**src/rtl/irom_boot_loader_pkg.sv**
```systemverilog
// Shared state and error encodings for the IROM boot loader.
package irom_boot_loader_pkg;

    typedef enum logic [2:0] {
        BL_IDLE    = 3'd0,
        BL_HDR     = 3'd1,
        BL_DATA    = 3'd2,
        BL_CSUM    = 3'd3,
        BL_RELEASE = 3'd4,
        BL_RUN     = 3'd5,
        BL_ERROR   = 3'd6
    } bl_state_e;

    typedef enum logic [1:0] {
        BL_ERR_NONE    = 2'd0,
        BL_ERR_LEN     = 2'd1,
        BL_ERR_CSUM    = 2'd2,
        BL_ERR_TIMEOUT = 2'd3
    } bl_err_e;

    // States in which the host link is being consumed
    function automatic logic bl_is_loading(input bl_state_e s);
        return (s == BL_HDR) || (s == BL_DATA) || (s == BL_CSUM);
    endfunction

    function automatic logic bl_can_start(input bl_state_e s);
        return (s == BL_IDLE) || (s == BL_RUN) || (s == BL_ERROR);
    endfunction

endpackage

```
**src/rtl/irom_boot_loader_le_word_packer.sv**
```systemverilog
// Packs a byte stream into little-endian 32-bit words; word_valid_o fires with the 4th byte.
module le_word_packer (
    input  logic        clk,
    input  logic        rst,
    input  logic        clr_i,
    input  logic        valid_i,
    input  logic [7:0]  data_i,
    output logic [31:0] word_o,
    output logic        word_valid_o
);

    logic [1:0]  cnt_q;
    logic [23:0] shift_q;

    always_ff @(posedge clk) begin
        if (rst || clr_i) begin
            cnt_q   <= '0;
            shift_q <= '0;
        end else if (valid_i) begin
            cnt_q   <= cnt_q + 2'd1;
            shift_q <= {data_i, shift_q[23:8]};
        end
    end

    // Earlier bytes have shifted down, so the incoming byte lands in the MSB lane
    assign word_o       = {data_i, shift_q};
    assign word_valid_o = valid_i && (cnt_q == 2'd3);

endmodule

```
**src/rtl/irom_boot_loader.sv**
```systemverilog
// Boot sequencer: loads a length-prefixed, checksummed image into IROM and releases the core.
module irom_boot_loader
    import irom_boot_loader_pkg::*;
#(
    parameter int unsigned ADDR_W      = 10,
    parameter logic [31:0] BOOT_ADDR   = 32'h0000_0000,
    parameter int unsigned TIMEOUT_CYC = 100000
) (
    input  logic              clk,
    input  logic              rst,
    input  logic              start,
    input  logic [7:0]        rx_data,
    input  logic              rx_valid,
    output logic              rx_ready,
    output logic              setup,
    output logic              irom_wr_en,
    output logic [ADDR_W-1:0] irom_wr_addr,
    output logic [31:0]       irom_wr_data,
    output logic              pc_load,
    output logic [31:0]       pc_first_addr,
    output logic              busy,
    output logic              done,
    output logic [1:0]        err
);

    localparam int unsigned       IDLE_W    = $clog2(TIMEOUT_CYC + 1);
    localparam logic [IDLE_W-1:0] IDLE_LAST = IDLE_W'(TIMEOUT_CYC - 1);
    localparam logic [31:0]       MAX_WORDS = 32'(1) << ADDR_W;

    bl_state_e           state_q, state_d;
    bl_err_e             err_q, err_d;
    logic [7:0]          sum_q;
    logic [ADDR_W:0]     n_q;
    logic [ADDR_W-1:0]   widx_q;
    logic [IDLE_W-1:0]   idle_q;
    logic                rx_ready_q, setup_q, busy_q, done_q, pc_load_q;
    logic                wr_en_q;
    logic [ADDR_W-1:0]   wr_addr_q;
    logic [31:0]         wr_data_q;

    logic                accept, pack_valid, restart, timeout, last_word;
    logic [31:0]         pack_word;
    logic                pack_word_valid;

    assign accept     = rx_valid && rx_ready_q;
    assign pack_valid = accept && ((state_q == BL_HDR) || (state_q == BL_DATA));
    assign restart    = start && bl_can_start(state_q);
    assign timeout    = bl_is_loading(state_q) && !accept && (idle_q == IDLE_LAST);
    assign last_word  = ({1'b0, widx_q} == (n_q - (ADDR_W+1)'(1)));

    // Header and data share one packer: the header is just the first packed word
    le_word_packer u_packer (
        .clk          (clk),
        .rst          (rst),
        .clr_i        (restart),
        .valid_i      (pack_valid),
        .data_i       (rx_data),
        .word_o       (pack_word),
        .word_valid_o (pack_word_valid)
    );

    always_comb begin
        state_d = state_q;
        err_d   = err_q;
        case (state_q)
            BL_IDLE: if (start) state_d = BL_HDR;
            BL_HDR: begin
                if (pack_word_valid) begin
                    if (pack_word > MAX_WORDS) begin
                        state_d = BL_ERROR;
                        err_d   = BL_ERR_LEN;
                    end else if (pack_word == 32'd0) begin
                        state_d = BL_CSUM;
                    end else begin
                        state_d = BL_DATA;
                    end
                end else if (timeout) begin
                    state_d = BL_ERROR;
                    err_d   = BL_ERR_TIMEOUT;
                end
            end
            BL_DATA: begin
                if (pack_word_valid && last_word) begin
                    state_d = BL_CSUM;
                end else if (timeout) begin
                    state_d = BL_ERROR;
                    err_d   = BL_ERR_TIMEOUT;
                end
            end
            BL_CSUM: begin
                if (accept) begin
                    if (rx_data == sum_q) begin
                        state_d = BL_RELEASE;
                    end else begin
                        state_d = BL_ERROR;
                        err_d   = BL_ERR_CSUM;
                    end
                end else if (timeout) begin
                    state_d = BL_ERROR;
                    err_d   = BL_ERR_TIMEOUT;
                end
            end
            BL_RELEASE: state_d = BL_RUN;
            BL_RUN:     if (start) state_d = BL_HDR;
            BL_ERROR: begin
                if (start) begin
                    state_d = BL_HDR;
                    err_d   = BL_ERR_NONE;
                end
            end
            default: state_d = BL_IDLE;
        endcase
    end

    always_ff @(posedge clk) begin
        if (rst) begin
            state_q    <= BL_IDLE;
            err_q      <= BL_ERR_NONE;
            sum_q      <= '0;
            n_q        <= '0;
            widx_q     <= '0;
            idle_q     <= '0;
            rx_ready_q <= 1'b0;
            setup_q    <= 1'b1;
            busy_q     <= 1'b0;
            done_q     <= 1'b0;
            pc_load_q  <= 1'b0;
            wr_en_q    <= 1'b0;
            wr_addr_q  <= '0;
            wr_data_q  <= '0;
        end else begin
            state_q    <= state_d;
            err_q      <= err_d;
            // Level outputs follow the state being entered, so they stay registered
            rx_ready_q <= bl_is_loading(state_d);
            busy_q     <= bl_is_loading(state_d);
            setup_q    <= (state_d != BL_RUN);
            done_q     <= (state_d == BL_RUN);
            pc_load_q  <= (state_d == BL_RELEASE);
            wr_en_q    <= 1'b0;

            if (restart) begin
                sum_q     <= '0;
                widx_q    <= '0;
                idle_q    <= '0;
                wr_addr_q <= '0;
            end else if (bl_is_loading(state_q)) begin
                idle_q <= accept ? '0 : idle_q + IDLE_W'(1);
                if (pack_valid) sum_q <= sum_q + rx_data;
                if (pack_word_valid && (state_q == BL_HDR)) n_q <= pack_word[ADDR_W:0];
                if (pack_word_valid && (state_q == BL_DATA)) begin
                    wr_en_q   <= 1'b1;
                    wr_addr_q <= widx_q;
                    wr_data_q <= pack_word;
                    widx_q    <= widx_q + ADDR_W'(1);
                end
            end
        end
    end

    assign rx_ready      = rx_ready_q;
    assign setup         = setup_q;
    assign busy          = busy_q;
    assign done          = done_q;
    assign pc_load       = pc_load_q;
    assign irom_wr_en    = wr_en_q;
    assign irom_wr_addr  = wr_addr_q;
    assign irom_wr_data  = wr_data_q;
    assign err           = err_q;
    assign pc_first_addr = BOOT_ADDR;

endmodule

```
**config.mk**
```make
export PLATFORM = sky130hd
export DESIGN_NAME = irom_boot_loader
export DESIGN_NICKNAME = d
export VERILOG_FILES = /design/src/rtl/irom_boot_loader_pkg.sv /design/src/rtl/irom_boot_loader_le_word_packer.sv /design/src/rtl/irom_boot_loader.sv
export SDC_FILE = /design/constraint.sdc
export NUM_CORES = 1
export LEC_CHECK = 0
export CORE_MARGIN = 2
export CORE_UTILIZATION = 49
export CTS_CLUSTER_SIZE = 24
export DETAILED_ROUTE_END_ITERATION = 10
export PLACE_DENSITY_LB_ADDON = 0.05
export SYNTH_ARGS = -nofsm -noshare
export SYNTH_HDL_FRONTEND = slang
export SYNTH_SLANG_ARGS = --single-unit
export TNS_END_PERCENT = 10
```
**constraint.sdc**
```tcl
create_clock -name clk -period 2.22 [get_ports clk]
set_input_delay 0.444 -clock clk [delete_from_list [all_inputs] [get_ports clk]]
set_output_delay 0.444 -clock clk [all_outputs]
set_load 0.05 [all_outputs]
```
==> implementation parameters <==
Parameter                              Value

Route
  Violation count after the first detailed-routing iteration ... 296
  Detailed-route wire length on metal 1 ... about 6.6 mm
  Pre-Repair DR Iteration Count ... 5
  Antenna Nets Post-Route ... 0
  Average vias per placed instance ... 5.34
  DRC violations left ... 0
  Total detailed-routing wirelength ... between 10 and 15 mm
  Amount of wire on met3 after detailed routing ... 545 um
  Average wire per cell in the routed design ... approximately 14 um
  Metal2 WL ... 7.04 mm
  Total via count after detailed routing ... 5375
  Topmost layer with routed signal wires ... met4

Setup path
  Launch point of the worst reg-to-reg path ... n_q[1]$_SDFFE_PP0P_
  Critical path startpoint category ... flop
  Data arrival time of the worst path ... 2.53 ns
  Worst reg2reg path endpoint ... err[1]$_SDFFE_PP0P_
  Start point of the critical path ... n_q[1]$_SDFFE_PP0P_
  Worst R2R Path Depth ... 11
  Worst reg2reg setup slack ... -0.004 ns
  Required time worst endpoint ... 2.53 ns
  CP max FO ... 4
  Startpoint-to-endpoint class of the critical path ... flop to flop
  Setup crit end kind ... flop

Placed design
  Total half-perimeter wirelength after legalization and detailed placement ... 10.2 mm
  Input/output buffers ... 61
  Worst Setup Slack post-DPL ... -0.500 ns
  Weighted congestion reported at the end of routability-driven placement ... 0.891
  Area post-placement ... between 6000 and 7000 sq um

Finish
  Core occupancy in the finished layout ... 63.4%
  Net total in the final layout ... 871
  Non-Filler Cell Area, Final ... 7560 sq um
  Inserted Diodes ... 0
  Layout overhead on the synthesized area ... 27.8%
  Share of cells above drive strength 1 ... 14.4%

CTS
  CTS clk-pin slew, worst paths ... approximately 0.060 ns
  Clock buffers created by TritonCTS ... 17
  Number of clock sinks ... 124
  Maximum number of buffers from clock root to sink ... 2
  CTS Hold Buffers Added ... 0
  Clock insertion delay at the later pin of the skew report ... 0.42 ns
  TritonCTS clock tree ... yes
  Clock root cell ... clkbuf_16
  Number of levels in the clock H-tree ... 4

Synthesis
  Most used flip-flop cell after synthesis ... dfxtp_1
  Yosys warnings ... 0
  Distinct cell type count of the synthesized netlist ... between 60 and 70
  Seq/Total Area, Yosys ... a little over two fifths
  Flop and latch count out of synthesis ... 124
  Proportion of synthesized flip-flops having asynchronous set or reset ... 0%
  Post-synthesis area per instance ... 7.84 sq um
  Post-synth EDFFs ... 0
  Instance count of the mapped netlist ... 754
  Summed instance area of the synthesized netlist ... 5910 sq um

Power and ir drop
  Cell leakage power ... 2.72 nW
  Maximum ir drop on the vdd rail ... 0.475 mV
  Power per standard cell area ... 703 nW/um^2
  Power Total ... approximately 5.3 mW

STA
  Count of endpoints failing hold in the final timing report ... 0
  Transition at the pin with the smallest max-transition slack ... between 0.6 and 0.7 ns
  Slew Limit Fails ... 0
  Setup repair after global routing missed its margin ... yes
  Count of final setup violators ... 1
  Final period demand of the worst path ... around 2.2 ns
  Remaining max-slew budget at the tightest pin ... between 50% and 60%
  Maximum clock frequency ... around 0.45 GHz
  Crit path setup slack, layout ... -0.00369 ns
  Minimum hold slack ... 0.451 ns
  Final Cycle Share ... 100%
  Setup Skew ... 0.00585 ns

Hold path
  Worst Min Path Start ... irom_wr_data[9]$_SDFFE_PP0P_
  Worst hold path stage count ... 2
  Type of the tightest min-delay check ... flop to flop
  Hold Path End ... irom_wr_data[9]$_SDFFE_PP0P_

GRT
  Vias in the first global route ... 5058
  Pin count of the biggest net entering global routing ... 53
  Residual overflow from global routing ... 0
  Initial antenna violation count ... 0
  All-Layer GR Usage ... a little under a quarter
  Global-route wire length before repair ... 23.7 mm

Floorplan
  Initial cell density of the core ... roughly half
  Chip Height ... between 100 and 150 um
  X dimension of the die ... ~110 um
  I/O pin count ... 94
  Standard-cell row count ... 40
  Die area ... 13000 sq um
  Area of the core ... approximately 12000 sq um

Run
  Maximum Capacitance Violations ... 0

Run status
  Result of the run ... finished, violations left
  Violations in the final reports ... negative setup slack
[synthesized netlist by cell type (all sizes together) (6+ instances only)]
cell | n | share of area, %
nand2 | 195 | 12
dfxtp | 124 | 42
a21oi | 106 | 9.0
nor2 | 55 | 3.5
buf | 41 | 4.9
clkbuf | 31 | 2.0
o21ai | 26 | 2.2
xnor2 | 16 | 2.4
nor4 | 15 | 1.9
nand3 | 12 | 1.2
nor3 | 12 | 1.2
ha | 11 | 2.3
xor2 | 11 | 1.6
a31oi | 9 | 1.1
inv | 9 | 0.57
nand4 | 8 | 0.85
and3 | 6 | 0.74
or3 | 6 | 0.72
[registers in the layout, summed over array words and instances (netlist names)]
register and count:
setup 1, pc_load 1, state_q 3, irom_wr_en 1
u_packer.shift_q 24, done 1, widx_q 10, irom_wr_data 32
err 2, u_packer.cnt_q 2, busy 1, n_q 11
irom_wr_addr 10, idle_q 17, sum_q 8
[final cells by class]
type                    instances  area (sq um)
clock buffers                  19           433
clock inverters                13           144
fillers                      1053          4360
inverters                       9          33.8
multi-input cells             580          3230
flip-flops and latches        124          2490
well taps                     147           184
repair buffers                115          1040
[stage by stage]
step,setup TNS [ns],std cells
2_1_floorplan,0,785
3_3_place_gp,-3.42,973
3_5_place_dp,-4.06,973
4_1_cts,-0.0745,1005
5_1_grt,-0.338,1007
6_report,-0.00369,1007
[layer usage]
| layer | global-route usage, % | vias to the layer above |
|---|---|---|
| li1 | - | 2708 |
| met1 | 28.8 | 2525 |
| met2 | 37.4 | 118 |
| met3 | 4.78 | 24 |
| met4 | 9.43 | 0 |
| met5 | 0 | - |
[cells in the final DEF (no fill, tap or decap), types with 4 or more instances in the layout]
master and n:
buf_4 52, clkdlybuf4s50_1 61, a21oi_1 106, dfxtp_1 121, nand3_1 11, or3_1 5, xor2_1 11, conb_1 32
a31oi_1 8, ha_1 8, clkbuf_16 17, nand4_1 8, inv_1 7, and2_1 5, xnor2_1 15, nor3b_1 4
nand2_1 192, a22oi_1 4, nor2b_1 4, nor4_1 11, o21bai_1 4, clkinv_4 4, clkinvlp_4 4, nor2_1 52
o21ai_0 24, nor3_1 10
[worst max path at each step]
stage,end,slack [ns],depth (start not counted)
2_1_floorplan,err[1]$_SDFFE_PP0P_,0.07,9
3_3_place_gp,setup$_SDFF_PP1_,-0.42,8
3_5_place_dp,setup$_SDFF_PP1_,-0.50,8
4_1_cts,pc_load$_SDFF_PP0_,-0.04,10
5_1_grt,err[1]$_SDFFE_PP0P_,-0.12,8
6_report,err[1]$_SDFFE_PP0P_,-0.004,11
[where the power goes]
part | internal (mW) | total (mW) | switching [mW] | leakage, nW
Combinational | 0.108 | 0.389 | 0.281 | 1.45
Sequential | 2.23 | 2.24 | 0.00917 | 1.00
Clock | 1.65 | 2.68 | 1.02 | 0.270
Total | 4.00 | 5.31 | 1.31 | 2.72
[timing repair]
item                                   in CTS  in global routing
buffers inserted                            0                  2
pin swaps                                   0                  9
setup endpoints to repair                   6                  9
gates cloned                                0                  0
gates resized for setup                     4                 23
endpoints found under the hold margin       0                  0
[logic make-up after synthesis]
logic type	after synthesis	share of synthesized area, %
multiplexers	1	0.169
buffers and inverters	81	7.45
AND/OR/NAND/NOR	339	27.1
AO/OA/AOI/OAI	169	16.5
other	1	0.0634
flip-flops	124	42.0
adder cells (fa/ha/maj)	12	2.67
XOR/XNOR	27	4.00
[worst max-delay path, cell delays in order, from the launching register on]
cell,delay [ns]
dfxtp_2,0.32
inv_2,0.07
ha_4,0.13
nor4b_4,0.25
buf_4,0.18
xnor2_2,0.05
nor2_1,0.13
mux2i_1,0.12
buf_4,0.16
o41ai_4,0.41
nor4b_2,0.10
a31o_1,0.20
Power figures use the tool's default switching activity.
